--- config.mk ---
export PLATFORM = sky130hd
export DESIGN_NAME = seq_detect_prog
export DESIGN_NICKNAME = d
export VERILOG_FILES = /design/src/rtl/seq_detect_prog.sv
export SDC_FILE = /design/constraint.sdc
export NUM_CORES = 1
export LEC_CHECK = 0
export BUFFER_PORTS_ARGS = -buffer_cell sky130_fd_sc_hd__buf_2
export CORE_ASPECT_RATIO = 1.5
export CORE_MARGIN = 2
export CORE_UTILIZATION = 40
export DETAILED_ROUTE_END_ITERATION = 12
export HOLD_SLACK_MARGIN = 0.02
export PLACE_DENSITY_LB_ADDON = 0.25
export SYNTH_ARGS = -nofsm -noshare
export SYNTH_HDL_FRONTEND = slang
export SYNTH_SLANG_ARGS = --single-unit
export TNS_END_PERCENT = 5
--- constraint.sdc ---
create_clock -name clk -period 5.7 [get_ports clk]
set_clock_uncertainty 0.15 [all_clocks]
set_input_delay 0.285 -clock clk [delete_from_list [all_inputs] [get_ports clk]]
set_output_delay 0.285 -clock clk [all_outputs]
set_load 0.01 [all_outputs]
--- src/rtl/seq_detect_prog.sv ---
// seq_detect_prog: runtime-programmable serial bit-pattern detector.
//
// A pattern of 1..MAX_LEN bits is compared against the most recent accepted
// serial bits. Pattern, length and overlap mode are latched by a one-cycle
// cfg_load strobe. Reset defaults give an overlapping "1001" detector.
//
// Ports:
//   clk          clock, all logic on the rising edge
//   rst          synchronous active-high reset
//   cfg_load     strobe: latch cfg_pattern/cfg_len/cfg_overlap, clear history
//   cfg_pattern  pattern; bit [cfg_len-1] is the first bit expected, bit [0] the last
//   cfg_len      pattern length, valid range 1..MAX_LEN
//   cfg_overlap  1 = overlapping matches, 0 = non-overlapping
//   in_valid     qualifies in_bit
//   in_bit       serial data bit
//   cnt_clr      clears the match counter
//   det          registered one-cycle match pulse
//   det_count    saturating match counter
//   cfg_err      high while the active configuration is invalid
module seq_detect_prog #(
  parameter int unsigned          MAX_LEN     = 8,
  parameter int unsigned          LEN_W       = 4,
  parameter int unsigned          CNT_W       = 8,
  parameter logic [MAX_LEN-1:0]   RST_PATTERN = 8'b0000_1001,
  parameter int unsigned          RST_LEN     = 4,
  parameter bit                   RST_OVERLAP = 1'b1
) (
  input  logic               clk,
  input  logic               rst,
  input  logic               cfg_load,
  input  logic [MAX_LEN-1:0] cfg_pattern,
  input  logic [LEN_W-1:0]   cfg_len,
  input  logic               cfg_overlap,
  input  logic               in_valid,
  input  logic               in_bit,
  input  logic               cnt_clr,
  output logic               det,
  output logic [CNT_W-1:0]   det_count,
  output logic               cfg_err
);

  logic [MAX_LEN-1:0] pattern_q, pattern_d;
  logic [LEN_W-1:0]   len_q, len_d;
  logic               overlap_q, overlap_d;
  logic [MAX_LEN-1:0] hist_q, hist_d;
  logic [LEN_W-1:0]   fill_q, fill_d;
  logic               det_q, det_d;
  logic [CNT_W-1:0]   cnt_q, cnt_d;
  logic               err_q, err_d;

  logic               accept;
  logic [MAX_LEN-1:0] hist_new;
  logic [MAX_LEN-1:0] len_mask;
  logic               enough_bits;
  logic               bits_equal;
  logic               match;
  logic               cfg_len_ok;

  // A beat coinciding with a load is dropped.
  assign accept   = in_valid & ~cfg_load;
  assign hist_new = {hist_q[MAX_LEN-2:0], in_bit};

  // Only the low len_q bits take part in the comparison.
  always_comb begin
    len_mask = '0;
    for (int unsigned i = 0; i < MAX_LEN; i++) begin
      len_mask[i] = (i < 32'(len_q));
    end
  end

  // fill_q counts bits before this beat, so the beat itself adds one.
  assign enough_bits = (32'(fill_q) + 32'd1) >= 32'(len_q);
  assign bits_equal  = ((hist_new ^ pattern_q) & len_mask) == '0;
  assign match       = accept & ~err_q & enough_bits & bits_equal;
  assign cfg_len_ok  = (cfg_len != '0) && (32'(cfg_len) <= MAX_LEN);

  always_comb begin
    pattern_d = pattern_q;
    len_d     = len_q;
    overlap_d = overlap_q;
    hist_d    = hist_q;
    fill_d    = fill_q;
    err_d     = err_q;
    cnt_d     = cnt_q;
    det_d     = match;

    if (cfg_load) begin
      hist_d = '0;
      fill_d = '0;
      if (cfg_len_ok) begin
        pattern_d = cfg_pattern;
        len_d     = cfg_len;
        overlap_d = cfg_overlap;
        err_d     = 1'b0;
      end else begin
        // Previous pattern/len stay in place but matching is blocked.
        err_d = 1'b1;
      end
    end else if (accept) begin
      hist_d = hist_new;
      if (match && !overlap_q) begin
        // Non-overlap: the next match must be built from fresh bits.
        fill_d = '0;
      end else if (32'(fill_q) < MAX_LEN) begin
        fill_d = fill_q + LEN_W'(1);
      end
    end

    if (cnt_clr) begin
      cnt_d = match ? CNT_W'(1) : '0;
    end else if (match && (cnt_q != '1)) begin
      cnt_d = cnt_q + CNT_W'(1);
    end
  end

  always_ff @(posedge clk) begin
    if (rst) begin
      pattern_q <= RST_PATTERN;
      len_q     <= LEN_W'(RST_LEN);
      overlap_q <= RST_OVERLAP;
      hist_q    <= '0;
      fill_q    <= '0;
      det_q     <= 1'b0;
      cnt_q     <= '0;
      err_q     <= 1'b0;
    end else begin
      pattern_q <= pattern_d;
      len_q     <= len_d;
      overlap_q <= overlap_d;
      hist_q    <= hist_d;
      fill_q    <= fill_d;
      det_q     <= det_d;
      cnt_q     <= cnt_d;
      err_q     <= err_d;
    end
  end

  assign det       = det_q;
  assign det_count = cnt_q;
  assign cfg_err   = err_q;

endmodule

* Word-level counts from Yosys, hierarchy flattened
Cells that the tools add are included.
** Word-level totals
- Flip-flop bits (word level) :: 34
- Bits in latches :: 0
- Memory bits (writable) :: 0
- Bits in read-only memories :: 0
- Bits of input ports :: 19
- Output and inout port bits :: 10
- Word-level logic and storage cells :: 48
- Memories kept :: 0
** Operators by class
- Add/sub/neg operators :: 3
- $mul :: 0
- Div/mod/pow operators :: 0
- Magnitude comparators :: 11
- Equality and inequality tests :: 1
- Shift operators :: 0
- Muxes and demuxes :: 6
- Bitwise gates (word level) :: 8
- Reduce and logical (&&, ||, !) cells :: 11
** Operators by type and width (count)
- $lt A3 B4 Y1 const A :: 4
- $mux W8 :: 2
- $add A8 B1 Y8 const B :: 1
- $and A8 B8 Y8 :: 1
- $logic_not A8 Y1 :: 1
- $lt A1 B4 Y1 const A :: 2
- $lt A2 B4 Y1 const A :: 2
- $mux W4 :: 2
- $ne A8 B8 Y1 const B :: 1
- $xor A8 B8 Y8 :: 1
- $add A4 B1 Y5 const B :: 1
- $ge A5 B4 Y1 :: 1
- $add A4 B1 Y4 const B :: 1
- $and A1 B1 Y1 :: 4
- $le A4 B4 Y1 const B :: 1
- $lt A4 B4 Y1 const B :: 1
- $reduce_and A2 Y1 :: 2
- $reduce_bool A2 Y1 :: 2
- $reduce_bool A4 Y1 :: 1
- $logic_and A1 B1 Y1 :: 3
- $mux W1 :: 2
- $not A1 Y1 :: 2
- $reduce_or A2 Y1 :: 1
- $logic_not A1 Y1 :: 1

* Logic depth before layout (Yosys ltp)
Gate-level depths: netlist (run 1).
- Depth after elaboration :: 8
- Gate-level depth with buffers :: 8
- Gate-level depth less buffers :: 8

* Worst setup path after synthesis (run 1)
Ideal clock, no wire load.
- Kind :: reg2reg
- Start :: reg fill_q[0]
- End :: reg cnt_q[6] (netlist: det_count[6])
- Setup time :: 0.129 ns
- Arrival :: 1.946 ns
- Data required time :: 5.421 ns
- Slack :: 3.475 ns
- Stages on the path, launching flop included :: 9
- Buffers on the path :: 0
- Period minus slack after synthesis :: 2.225 ns
- Path through :: dfxtp_1 > ha_1 > xor2_1 > ha_1 > o21ai_0 > o21ai_0 > nand3_1 > o41ai_1 > a21oi_1
** Between the ends
- Word-level cells in the longest chain between the ends :: 6
** Ends and longest elaborated chain
- from (decl) :: line 46 : logic [LEN_W-1:0] fill_q, fill_d;
- from (signal assigned) :: line 131 : fill_q <= fill_d;
- $add A4 B1 Y5 :: line 72 : assign enough_bits = (32'(fill_q) + 32'd1) >= 32'(len_q);
- $ge A5 B4 Y1 :: line 72
- $and A1 B1 Y1 (2 in series) :: line 74 : assign match = accept & ~err_q & enough_bits & bits_equal;
- $logic_and A1 B1 Y1 :: line 111 : end else if (match && (cnt_q != '1)) begin
- $reduce_bool A2 Y1 (no line)
- to (signal assigned) :: line 133 : cnt_q <= cnt_d;
- to (decl) :: line 48 : logic [CNT_W-1:0] cnt_q, cnt_d;
No other way between the ends.
A chain may end at the register's enable or synchronous reset.

* Final worst setup path (run 1)
Ends and elaborated chain as after synthesis.

==> run summary, run 1 <==
max incr delay on CP = 380 ps
initial antenna violation count = 0
Mapped Cells = 183
DP Area = 1832 um2
Mean Syn Cell Area = 9.087 um2
MaxCap Viol Count = 0
Ports = 29
first-pass detailed-route iteration total = 4
Sum Neg Setup Slack = 0 ps
Synth top cells by count = dfxtp_1 (34), nor2_1 (28), mux2i_1 (18)
register area share after synthesis = 40.93%
Non-Filler Instances = 258
total global-route track usage = 16.42%
Pins Over Slew Limit = 0
initial cell density of the core = 42.00%
critical path class = flip-flop to flip-flop
flops & latches, synth = 34
Net Count, Synth = 208
vias in the first global route = 1391
largest area contributor in the netlist = dfxtp_1
status = complete, no violations
CTS Buffer Depth = 2
row count = 28
first-pass GRT wire length = 6099 um
minimum clock period = 2394 ps
worst-margin pin slew = 617.0 ps
number of fill cells = 393
Worst Path Arrival = 2410 ps
worst path bufs/invs = 0
Synth async-reset ratio = 0%
Die Y = 82.97 um
nets = 237
CTS resizes = 0
total congestion overflow = 0
top-count cell post-synth = dfxtp_1
CTS Hold Bufs = 0
Hold Fails Final Rpt = 0
Clock Latency Late Sink = 280 ps
via count = 1357
layout cells sized above 1 = 17.84%
dominant cells by area after synthesis = dfxtp_1 (41%), mux2i_1 (11%), nor2_1 (6.3%)
top-area cell type share of the netlist area = 40.93%
top_reg_cell synth = dfxtp_1
Yosys warnings = 0
DRC viols = 0
clock buffer count from CTS = 5
Final period util = 42.00%
Reg clk slew, reported paths = 70 ps
DP HPWL = 2658 um
Max-Slew Margin vs Limit = 58.77%
core area = 3959 um2
port buffer count = 28
RSZ-0062 raised after global routing = no
via-per-instance ratio = 5.260
routability cong. = 0.8249
P per Cell Area = 248.2 nW/um2
post-synth cell types = 36
cell count after placement = 250
Static Leak = 0.8300 nW
crit path max fanout = 7
post-route cell area = 1923 um2
VDD IR max = 0.0001839 V
total power = 0.4774 mW
CTS tree = built
synthesis-to-finish area growth = 15.65%
CP startpoint kind = flip-flop
CTS root buffer = clkbuf_8
Tightest Hold Check Type = input pin to flip-flop
DR iter-0 viols = 17
Critical Path RT = 5720 ps
largest net degree at the start of global routing = 20
CP Cell Sequence = ha_1 -> xor2_1 -> ha_1 -> o21ai_0 -> o21ai_0 -> nand3_1 -> o41ai_1 -> a21oi_1
Die X = 56.65 um
Synth Cell Area = 1663 um2
Ant. Diodes = 0
Final ANT Viol Nets = 0
Final setup viols = 0
TritonCTS Sinks = 34
highest clock rate = 417.7 MHz
CP max-delay cell = o41ai_1
critical path's top delay family = compound AO/OA/AOI/OAI gates
final WL = 3350 um
worst hold margin = 77.71 ps
CTS HTree Levels = 2
# Post-CTS Setup Buffers = 0
routed len/inst = 12.98 um
Crit. End Element = flip-flop
die area = 4700 um2
Post-synth EDFFs = 0
-- per-stage QoR --
stage,utilization [%],setup WS (ps)
final,48.58,3306
after detailed placement,46.27,3288
after global placement,46.27,3353
after global routing,48.58,3061
after floorplan,-,3475
after CTS,48.58,3284
-- per-layer routing --
layer	GRT usage, %	part of all wire (%)	vias up
met4	7.792	2.1	0
met2	29.49	54	25
met3	4.206	3.7	6
met5	0	0	-
met1	17.23	40	630
li1	-	-	696
-- flip-flops by register name, indices dropped and copies added, names as in the netlist --
register,flops
len_q,4
cfg_err,1
det_count,8
pattern_q,8
fill_q,4
overlap_q,1
hist_q,7
det,1
-- where the power goes --
part           internal [mW]  leakage, nW  switching [mW]
registers              0.244        0.276         0.00571
logic                 0.0217        0.506          0.0257
clock network         0.0973       0.0482          0.0826
-- layout make-up --
type                    count  area, um2  area share (%)
flip-flops and latches     34      680.7           35.39
repair buffers             28      140.1           7.287
inverters                  10      37.54           1.952
clock inverters             1      5.005          0.2602
multi-input cells         133      917.1           47.69
well taps                  45      56.30           2.928
clock buffers               7      86.33           4.489
-- worst min-delay path, stage by stage --
cell and delay (ps):
buf_2 70, mux2i_1 50, nor2_1 70
-- kinds of logic after synthesis --
family / count (synthesis) / synth area share (%)
and+or+nand+nor: 63 / 19.11
DFF: 34 / 40.93
AOI/OAI and AO/OA: 33 / 13.85
muxes: 18 / 10.84
buffers and inverters: 16 / 3.913
xor gates and xnor gates: 13 / 6.847
adders and majority gates: 6 / 4.515
-- placed cells by master, fill, tap and decap left out --
cell,count
dfxtp_1,34
nor2_1,28
buf_2,28
mux2i_1,18
xnor2_1,11
a21oi_1,11
inv_1,10
nand3_1,7
nand2_1,6
o21ai_0,6
ha_1,6
clkbuf_8,6
and3_1,5
or3_1,4
a211oi_1,3
nor3_1,3
a211o_1,3
xor2_1,2
nor3b_1,2
nand2b_1,2
o21bai_1,2
a31oi_1,1
o21ai_1,1
o311ai_1,1
a2111oi_4,1
or2_2,1
or2_0,1
o41ai_1,1
and2_1,1
and4_1,1
nand4_4,1
o211ai_1,1
o31ai_1,1
nand3b_1,1
o21ba_1,1
clkinv_2,1
clkbuf_1,1
-- final timing paths --
| kind | start | endpoint | slack [ps] | cells past startpoint |
|---|---|---|---|---|
| hold reg to reg | overlap_q | overlap_q | 320 | 1 |
| setup / recovery | fill_q[0] | det_count[6] | 3310 | 8 |
| setup reg to reg | fill_q[0] | det_count[6] | 3310 | 8 |
| hold / removal | cfg_pattern[4] | pattern_q[4] | 80 | 3 |
Note: power is estimated with default switching activity, not from simulation.
==> run 2: changes to the inputs <==
- clock period: 5.7 -> 1.9 ns (I/O delays scaled with it)
==> run summary, run 2 (same netlist as run 1, synthesis figures left out) <==
Reg clk slew, reported paths = 70 ps
first-pass detailed-route iteration total = 4
Ant. Diodes = 0
initial antenna violation count = 0
DRC viols = 0
Static Leak = 1.041 nW
Final setup viols = 11
CP startpoint kind = flip-flop
max incr delay on CP = 340 ps
layout cells sized above 1 = 29.64%
worst hold margin = 51.67 ps
final WL = 3882 um
Worst Path Arrival = 2010 ps
Clock Latency Late Sink = 280 ps
DP Area = 2063 um2
core area = 3959 um2
synthesis-to-finish area growth = 41.84%
die area = 4700 um2
CTS HTree Levels = 2
initial cell density of the core = 42.00%
Ports = 29
Clock power frac = 40.9%
via-per-instance ratio = 5.023
VDD IR max = 0.0008323 V
Non-Filler Instances = 298
final worst setup slack = -90.67 ps
MaxCap Viol Count = 0
clock buffer count from CTS = 5
DP HPWL = 2915 um
Tightest Hold Check Type = input pin to flip-flop
status = finished, violations left
# Post-CTS Setup Buffers = 0
via count = 1497
CTS Buffer Depth = 2
Seq pwr share = 46.0%
RSZ-0062 raised after global routing = yes
TritonCTS Sinks = 34
CP max-delay cell = dfxtp_2
routed len/inst = 13.03 um
DR iter-0 viols = 45
Max-Slew Margin vs Limit = 65.41%
largest net degree at the start of global routing = 19
sw power = 0.3619 mW
total global-route track usage = 17.50%
Net Sw Frac = 22.18%
Final period util = 104.8%
post-route cell area = 2359 um2
routability cong. = 0.8451
port buffer count = 28
commonest non-fill, non-tap cell in the layout = dfxtp_1
row count = 28
Die X = 56.65 um
Die Y = 82.97 um
failing checks = negative setup slack
highest clock rate = 502.3 MHz
P per Cell Area = 691.9 nW/um2
Crit. End Element = flip-flop
first-pass GRT wire length = 6458 um
CTS tree = built
critical path class = flip-flop to flip-flop
Pins Over Slew Limit = 0
Final Util = 59.58%
Final ANT Viol Nets = 0
Critical Path RT = 1920 ps
minimum clock period = 1991 ps
nets = 278
worst-margin pin slew = 517.8 ps
CTS root buffer = clkbuf_8
internal power = 1.270 mW
total congestion overflow = 0
Hold Fails Final Rpt = 0
vias in the first global route = 1446
critical path's top delay family = compound AO/OA/AOI/OAI gates
cell count after placement = 276
crit path max fanout = 6
worst path bufs/invs = 1
most frequent cells in the layout = dfxtp_1 (32), buf_2 (28), nor2_1 (27)
Combinational Power Share = 13.0%
CP Cell Sequence = ha_4 -> xor2_1 -> ha_1 -> o21ai_1 -> o21ai_2 -> nand4_4 -> buf_4 -> o21ai_0 -> a21oi_1
[run 2: path summary, 6_finish.rpt]
| path | startpoint | to | slack, ps | cells after the start |
|---|---|---|---|---|
| setup / recovery | fill_q[1] | det_count[3] | -90 | 9 |
| hold / removal | cfg_load | cfg_err | 50 | 3 |
| setup reg to reg | fill_q[1] | det_count[3] | -90 | 9 |
| hold reg to reg | det_count[4] | det_count[4] | 360 | 2 |
[run 2: power groups by stage]
stage	logic, mW	registers [mW]	clock network [mW]
after floorplan	0.108	0.763	0
after global placement	0.182	0.766	0
after detailed placement	0.183	0.767	0
after CTS	0.210	0.751	0.684
after global routing	0.231	0.753	0.713
final	0.213	0.751	0.668
[run 2: stage by stage]
step                      TNS [ps]  power [mW]  setup WS, ps
after floorplan             -314.4      0.8705        -112.6
after global placement       -1134      0.9482        -129.2
after detailed placement     -1376      0.9498        -175.6
after CTS                   -841.3       1.645        -103.9
after global routing         -2091       1.696        -209.1
final                       -631.7       1.632        -90.67
[run 2: layer usage]
metal | global-route usage [%] | share of wire [%] | vias to the layer above | routed length [um]
li1 | - | - | 777 | -
met1 | 18.12 | 38 | 675 | 1486
met2 | 32.56 | 56 | 34 | 2169
met3 | 3.738 | 3.5 | 11 | 136
met4 | 7.576 | 2.3 | 0 | 90
met5 | 0 | 0 | - | 0
[run 2: final cells by class]
class | instances | area, um2
repair buffers | 69 | 498.0
well taps | 45 | 56.30
flip-flops and latches | 34 | 683.2
clock buffers | 6 | 82.58
clock inverters | 1 | 30.03
inverters | 10 | 37.54
fillers | 351 | 1600
multi-input cells | 133 | 970.9
[run 2: timing repair]
| item | CTS | global route |
|---|---|---|
| pin swaps | 10 | 3 |
| endpoints found under the hold margin | 17 | 0 |
| resized for setup | 3 | 3 |
| hold buffers | 15 | 0 |
| setup endpoints to repair | 12 | 21 |
[run 2: worst reg2reg max path, cell delays in order (launching register included)]
cell	delay [ps]
dfxtp_2	340
ha_4	160
xor2_1	140
ha_1	280
o21ai_1	60
o21ai_2	200
nand4_4	130
buf_4	180
o21ai_0	160
a21oi_1	80
==> run 3: changes to the inputs <==
- CORE_UTILIZATION: 40 -> 45
==> run summary, run 3 (same netlist as run 1, synthesis figures left out) <==
total congestion overflow = 0
synthesis-to-finish area growth = 40.48%
minimum clock period = 2079 ps
CTS Buffer Depth = 2
GR Util met2 = 38.52%
DRC viols = 0
number of fill cells = 290
worst path bufs/invs = 0
failing checks = negative setup slack
layer with the highest usage = met2
critical path class = flip-flop to flip-flop
CP startpoint kind = flip-flop
register area = 685.7 um2
VDD IR max = 0.0006763 V
nets = 276
vias in the first global route = 1457
largest net degree at the start of global routing = 20
Crit. End Element = flip-flop
CP Cell Sequence = ha_4 -> xor2_1 -> ha_1 -> a211oi_2 -> o21ai_2 -> nand4_4 -> or3_4 -> a21oi_2
Ant. Diodes = 0
Max-Slew Margin vs Limit = 67.09%
worst-margin pin slew = 485.9 ps
final worst setup slack = -179.3 ps
via count = 1535
# Post-CTS Setup Buffers = 0
Hold Fails Final Rpt = 0
critical path's top delay family = simple AND/OR/NAND/NOR gates
Final setup viols = 12
first-pass GRT wire length = 6334 um
Clock Latency Late Sink = 290 ps
TritonCTS Sinks = 34
layout cells sized above 1 = 30.16%
Reg clk slew, reported paths = 70 ps
crit path max fanout = 7
routability cong. = 0.7836
CTS HTree Levels = 2
DP HPWL = 2892 um
Final period util = 109.4%
commonest non-fill, non-tap cell in the layout = dfxtp_1
port buffer count = 28
via-per-instance ratio = 5.203
CP max-delay cell = dfxtp_2
status = finished, violations left
first-pass detailed-route iteration total = 4
clock buffer count from CTS = 5
most frequent cells in the layout = dfxtp_1 (32), buf_2 (28), nor2_1 (27)
Tightest Hold Check Type = input pin to flip-flop
total global-route track usage = 20.97%
Die X = 53.64 um
row count = 27
CTS root buffer = clkbuf_8
Final ANT Viol Nets = 0
Pins Over Slew Limit = 0
Static Leak = 1.028 nW
Multi-input gate area = 974.7 um2
Sum Neg Setup Slack = -1607 ps
worst hold margin = 22.80 ps
highest clock rate = 480.9 MHz
core area = 3615 um2
die area = 4208 um2
Worst Path Arrival = 2160 ps
routed len/inst = 13.57 um
max incr delay on CP = 370 ps
global routing usage on met1 = 19.62%
total power = 1.572 mW
MaxCap Viol Count = 0
P per Cell Area = 672.8 nW/um2
Ports = 29
initial cell density of the core = 46.00%
RSZ-0062 raised after global routing = yes
final WL = 4002 um
Die Y = 78.45 um
met3 Use GR = 6.084%
initial antenna violation count = 0
Critical Path RT = 1980 ps
CTS tree = built
DR iter-0 viols = 26
[run 3: changes by cell type in the layout (fill, tap and decap cells not counted), sizes merged]
| cell | delta |
|---|---|
| buf | -2 |
| clkbuf | +2 |
| bufinv | -1 |
[run 3: power breakdown]
part | switching [mW] | internal (mW) | total (mW)
Combinational | 0.0930 | 0.109 | 0.202
Sequential | 0.0187 | 0.732 | 0.751
Clock | 0.253 | 0.365 | 0.619
Total | 0.365 | 1.21 | 1.57
[run 3: final cells by class]
class                   count  area share (%)
clock buffers               8           4.713
inverters                  10           1.607
multi-input cells         133           41.72
flip-flops and latches     34           29.35
well taps                  43           2.303
repair buffers             67           20.30
[run 3: per-layer routing]
layer	up-vias	wire, um
met5	-	0
li1	775	-
met3	12	146
met2	36	2223
met1	712	1494
met4	0	138
[run 3: path summary, 6_finish.rpt]
| kind | endpoint | cells after the start | from | slack [ps] |
|---|---|---|---|---|
| max | det_count[3] | 8 | fill_q[0] | -180 |
| min | len_q[1] | 2 | rst | 20 |
| max reg2reg | det_count[3] | 8 | fill_q[0] | -180 |
| min reg2reg | det_count[6] | 2 | det_count[6] | 340 |
[run 3: per-stage QoR]
step | setup WS [ps] | util [%] | instance area (um2) | std cells
finish | -179.3 | 64.62 | 2336 | 295
global route | -274.3 | 64.62 | 2336 | 295
CTS | -153.9 | 63.86 | 2308 | 295
detailed placement | -210.9 | 56.25 | 2033 | 272
global placement | -125.3 | 56.25 | 2033 | 272
floorplan | -112.6 | - | 1687 | 183
[run 3: what timing repair did]
item / CTS / global route
resized for setup: 4 / 7
hold buffers: 15 / 0
endpoints found under the hold margin: 17 / 0
pin swaps: 4 / 0
endpoints found under the setup margin: 12 / 18
